[config.mk]
export PLATFORM = sky130hd
export DESIGN_NAME = lab3_converter_structure_flat
export DESIGN_NICKNAME = d
export VERILOG_FILES = /design/src/rtl/lab3_converter_structure_if.sv /design/src/rtl/lab3_converter_structure.sv /design/src/flat_wrapper.sv
export SDC_FILE = /design/constraint.sdc
export NUM_CORES = 1
export LEC_CHECK = 0
export BUFFER_PORTS_ARGS = -buffer_cell sky130_fd_sc_hd__clkbuf_2
export CORE_AREA = 2 2 39 41
export DETAILED_ROUTE_END_ITERATION = 10
export DIE_AREA = 0 0 41 43
export GPL_ROUTABILITY_DRIVEN = 0
export GPL_TIMING_DRIVEN = 1
export SLEW_MARGIN = 20
export SYNTH_ARGS = -nofsm -noshare
export SYNTH_HDL_FRONTEND = slang
export SYNTH_SLANG_ARGS = --single-unit
[constraint.sdc]
create_clock -name Clk -period 2.2 [get_ports Clk]
set_input_delay 0.11 -clock Clk [delete_from_list [all_inputs] [get_ports Clk]]
set_output_delay 0.11 -clock Clk [all_outputs]
set_load 0.01 [all_outputs]
[src/rtl/lab3_converter_structure_if.sv]
// Serial code stream between a bit-serial producer and the Excess-3 to BCD converter.
// CONV_ERR_EN adds the combinational Err flag to the bundle.
interface lab3_converter_structure_if;
  logic X;
  logic Z;
`ifdef CONV_ERR_EN
  logic Err;

  modport master (output X, input Z, input Err);
  modport slave  (input X, output Z, output Err);
`else
  modport master (output X, input Z);
  modport slave  (input X, output Z);
`endif
endinterface

[src/rtl/lab3_converter_structure.sv]
// Bit-serial Excess-3 to BCD converter: structural Mealy machine, three D flops plus gates.
// CONV_ERR_EN adds Err, raised on the final borrow out of bit3 (input below 3).
module lab3_converter_structure (
  input  logic                        Clk,
  input  logic                        Rst,
  lab3_converter_structure_if.slave   conv
);

  localparam int unsigned STATE_W = 3;

  // Label encodes bit position and borrow; 3'b111 is the unused code.
  localparam logic [2:0] S0 = 3'b000;
  localparam logic [2:0] S1 = 3'b001;
  localparam logic [2:0] S2 = 3'b010;
  localparam logic [2:0] S3 = 3'b011;
  localparam logic [2:0] S4 = 3'b100;
  localparam logic [2:0] S5 = 3'b101;
  localparam logic [2:0] S6 = 3'b110;

  logic [STATE_W-1:0] state_q;
  logic [STATE_W-1:0] state_d;
  logic               q2, q1, q0, x, nq2, nq1, nq0, nx;
  logic               z_c;
  logic               err_c;

  // Next-state and output logic as sum-of-products over AND/OR/NOT only.
  always_comb begin
    state_d = S0;
    z_c     = 1'b0;
    err_c   = 1'b0;
    q2      = state_q[2];
    q1      = state_q[1];
    q0      = state_q[0];
    x       = conv.X;
    nq2     = ~q2;
    nq1     = ~q1;
    nq0     = ~q0;
    nx      = ~x;

    // d2: S1 on X=0, S2, S3, and S4 either way
    state_d[2] = (nq2 & nq1 & q0 & nx) | (nq2 & q1) | (q2 & nq1 & nq0);
    // d1: S0/X=0 -> S2, S1/X=1 -> S3, S4/X=0 -> S6
    state_d[1] = (nq2 & nq1 & nq0 & nx) | (nq2 & nq1 & q0 & x) | (q2 & nq1 & nq0 & nx);
    // d0: S0/X=1 -> S1, S1/X=1 -> S3, S3 -> S5, S4/X=1 -> S5
    state_d[0] = (nq2 & nq1 & x) | (nq2 & q1 & q0) | (q2 & nq1 & nq0 & x);

    // Z passes X in S2/S3/S5, inverts it in S0/S1/S4/S6, and is 0 in the unused code.
    z_c   = (x & ((nq2 & q1) | (q2 & nq1 & q0))) | (nx & ((nq2 & nq1) | (q2 & nq0)));
    err_c = q2 & q1 & nq0 & nx;
  end

  // Three D flops with asynchronous clear to S0.
  always_ff @(posedge Clk or posedge Rst) begin
    if (Rst) state_q <= S0;
    else     state_q <= state_d;
  end

  assign conv.Z = z_c;

`ifdef CONV_ERR_EN
  assign conv.Err = err_c;
`else
  logic unused_err;
  assign unused_err = err_c;
`endif

endmodule

[src/flat_wrapper.sv]
// flat-port wrapper written by rule: the top's interface ports become plain ports
module lab3_converter_structure_flat 
  (Clk, Rst, conv_X, conv_Z);
  lab3_converter_structure_if conv_i ();
  input  logic Clk;
  input  logic Rst;
  input wire logic [$bits(conv_i.X)-1:0] conv_X;
  output wire logic [$bits(conv_i.Z)-1:0] conv_Z;
  assign conv_i.X = conv_X;
  assign conv_Z = conv_i.Z;
  lab3_converter_structure u_core (.Clk(Clk), .Rst(Rst), .conv(conv_i));
endmodule
* Word-level counts from Yosys, hierarchy flattened *
Cells that the tools add are included.

word-level totals
  flip-flop bits (word level) = 3
  input port bits = 3

cells by class
  bitwise gates (word level) = 30

operators by type and width
  kind            number
  1-bit AND       17
  1-bit OR        9
  1-bit inverter  4

* Logic depth before layout (Yosys ltp) *
  depth in word-level cells = 6
  mapped depth = 3
  gate-level depth less buffers = 3

* Least setup slack after synthesis *
OpenSTA, ideal clock, no wires.

  kind = register to output
  start = register u_core.state_q[2]
  end = output port conv_Z
  arrival time = 0.833 ns
  cell stages (with the launch flop) = 3
  data required time = 2.090 ns
  setup slack = 1.257 ns
  buffers on the path = 0
  cells stage by stage = dfrtp_1 nand2b_1 a31oi_1

between the ends
  longest elaborated chain between the ends = 5
  elaborated cells between the ends (all ways) = 11
  those cells by class = 11 x bitwise

RTL lines
  item                                         RTL line                                                        source
  from (decl)                                  lab3_converter_structure.sv:20                                  logic [STATE_W-1:0] state_q;
  from (signal assigned)                       lab3_converter_structure.sv:55                                  else state_q <= state_d;
  1-bit AND or 1-bit inverter (tied branches)  lab3_converter_structure.sv:48, lab3_converter_structure.sv:35
  1-bit AND                                    lab3_converter_structure.sv:48                                  z_c = (x & ((nq2 & q1) | (q2 & nq1 & q0))) | (nx & ((nq2 & nq1) | (q2 & nq0)));
  1-bit OR                                     lab3_converter_structure.sv:48
  1-bit AND                                    lab3_converter_structure.sv:48
  1-bit OR *                                   lab3_converter_structure.sv:48
  to (decl)                                    flat_wrapper.sv:8                                               output wire logic [$bits(conv_i.Z)-1:0] conv_Z;

Every way passes the cells marked *; elsewhere a longest branch is shown, timed or not.

* Worst setup path after layout *
Same ends and word-level chain as after synthesis.

==> flow_summary.yaml <==
final_layout:
  area_growth_syn_to_layout_pct: 43.8
  nets: 30
  diodes: 0
  biggestRegsByFlops: "u_core.state_q (3)"
  layout-drive-gt1-share_pct: 26.9
  final_util_pct: 16.9
  final_cell_mix: "a21oi_1, clkbuf_4, clkbuf_2, dfrtp_1"
  largest_reg_flops: 3
  regMostFlops: "u_core.state_q"
  multi_input_area_sq_um: 83.8
  fillers: 158
  final-seq-area_sq_um: 75.1
yosys:
  syn_area_sq_um: 163
  avgSynthCellArea_sq_um: 9.04
  syn_nets: 21
  synth_area_leader_cell: "dfrtp_1"
  ys_top_cells_by_area: "dfrtp_1, a21oi_1, nor2b_1"
  yosys_warnings: 0
  syn_inst: 18
  synth_cell_type_count: 12
  synth-seq-cells: 3
  synth.top_cell.area_share_pct: 46.2
  seq_area_frac_synth_pct: 46.2
global_routing:
  grt.overflow.total: 0
  grt_pass1_wl_um: 393
  grt_pass1_vias: 130
  grt_max_degree: 9
  antenna_found_initial: 0
  gr-usage-all-layers_pct: 3.82
timing:
  max-slew-margin-rel_pct: 86.7
  hold_viol: 0
  period_minus_slack_ns: 1.28
  worst_pin_slew_ns: 0.200
  tns_ns: 0
  finalCritPeriodShare_pct: 58.4
  fin_ws_ns: 0.915
  fin_skew_ns: 0.000921
  fmax_ghz: 0.778
  rsz0062_at_grt: "no"
  final-setup-viol-count: 0
  slew_viol_final: 0
power_and_ir_drop:
  power_density_nw_per_um2: 1380
  total_power_mw: 0.322
  max-vdd-ir-drop_mv: 0.225
  power.leakage_nw: 0.100
route:
  drtIter0Drc: 1
  finalWirelength_um: 307
  drt.antenna.violating_nets: 0
  routedWlPerCell_um: 7.31
  first_pass_iters: 2
  vias: 160
  vias_per_cell: 3.81
  drc: 0
placement:
  port_buffers: 3
  place_ws_ns: 1.15
cts:
  numCtsBuffers: 3
  cts_sinks: 3
  clk_latency_ns: 0.22
  cts_buffer_depth: 2
  cts_setup_buffers: 0
  htreeDepth: 1
  root_buffer: "clkbuf_4"
  cts.clk_slew.worst_paths_ns: 0.04
  cts_tree: "yes"
floorplanning:
  initial_core_util_pct: 11.8
  num_rows: 14
  core_sq_um: 1380
  die_w_um: 41
  io_pins: 4
  die_h_um: 43
  die_area_sq_um: 1760
critical_path:
  worstPathArrival_ns: 1.17
  cp-start-kind: "register"
  worstPathMaxFanout: 7
  endpoint_kind: "output port"
  worst-endpoint-required_ns: 2.09
  worstSetupPathType: "register to output port"
worst_hold_path:
  hold_class: "input port to register"
flow_run:
  cap_violations: 0
outcome:
  status: "finished, final reports clean"
[through the flow]
step	instances	hold WS (ns)	cell area (sq um)
2_1_floorplan	18	-0.136	163
3_3_place_gp	37	-0.0429	198
3_5_place_dp	37	-0.0432	198
4_1_cts	42	0.222	234
5_1_grt	42	0.278	234
6_report	42	0.220	234
[final timing paths]
check	startpoint	to	slack [ns]	cells after the start
max	u_core.state_q[2]$_DFF_PP0_	conv_Z	0.92	4
min	conv_X	u_core.state_q[1]$_DFF_PP0_	0.22	3
max reg2reg	u_core.state_q[0]$_DFF_PP0_	u_core.state_q[2]$_DFF_PP0_	1.22	2
min reg2reg	u_core.state_q[1]$_DFF_PP0_	u_core.state_q[1]$_DFF_PP0_	0.53	1
max in group asynchronous	Rst	u_core.state_q[2]$_DFF_PP0_	1.79	3
min in group asynchronous	Rst	u_core.state_q[1]$_DFF_PP0_	0.29	3
[cells in the mapped netlist]
| cell type | instances |
|---|---|
| dfrtp_1 | 3 |
| o31a_2 | 1 |
| inv_1 | 1 |
| o21ai_0 | 1 |
| nand2_1 | 1 |
| a21oi_1 | 3 |
| nor2b_1 | 2 |
| nand3b_1 | 1 |
| mux2i_1 | 1 |
| a31oi_1 | 1 |
| nand2b_1 | 1 |
| nor2_1 | 2 |
[cells by family (layout without fill, tap and decap cells)]
family,after synthesis,after routing,synth area share [%]
AND/OR/NAND/NOR,7,7,23.1
AO/OA/AOI/OAI,6,6,22.3
flip-flops,3,3,46.2
multiplexers,1,1,6.15
buffers and inverters,1,9,2.31
[cell type report]
cell class	count	area share [%]
inverters	1	1.60
well taps	16	8.56
clock buffers	4	11.2
repair buffers	4	10.7
flip-flops and latches	3	32.1
multi-input cells	14	35.8
[report_power, final]
part           total, mW  internal, mW  switching, mW
sequential         0.127        0.0830         0.0437
combinational      0.102        0.0611         0.0409
clock             0.0936        0.0678         0.0258
total              0.322         0.212          0.110
[metal layers]
layer  vias to the layer above  global-route usage [%]  wire length [um]
li1                         80                       -                 -
met1                        74                    1.61               107
met2                         4                    6.56               171
met3                         2                    1.57                15
met4                         0                    6.00                13
met5                         -                       0                 0
[timing repair]
item / CTS / global route
endpoints found under the hold margin: 3 / 0
resized for setup: 0 / 0
hold buffers: 1 / 0
[critical path, stage by stage, from the launching register on]
cell and delay [ns]:
dfrtp_1 0.43, nand2b_1 0.18, a21oi_1 0.16, a31oi_1 0.06, clkbuf_2 0.13
No activity file was read; power rests on OpenSTA's default activity.
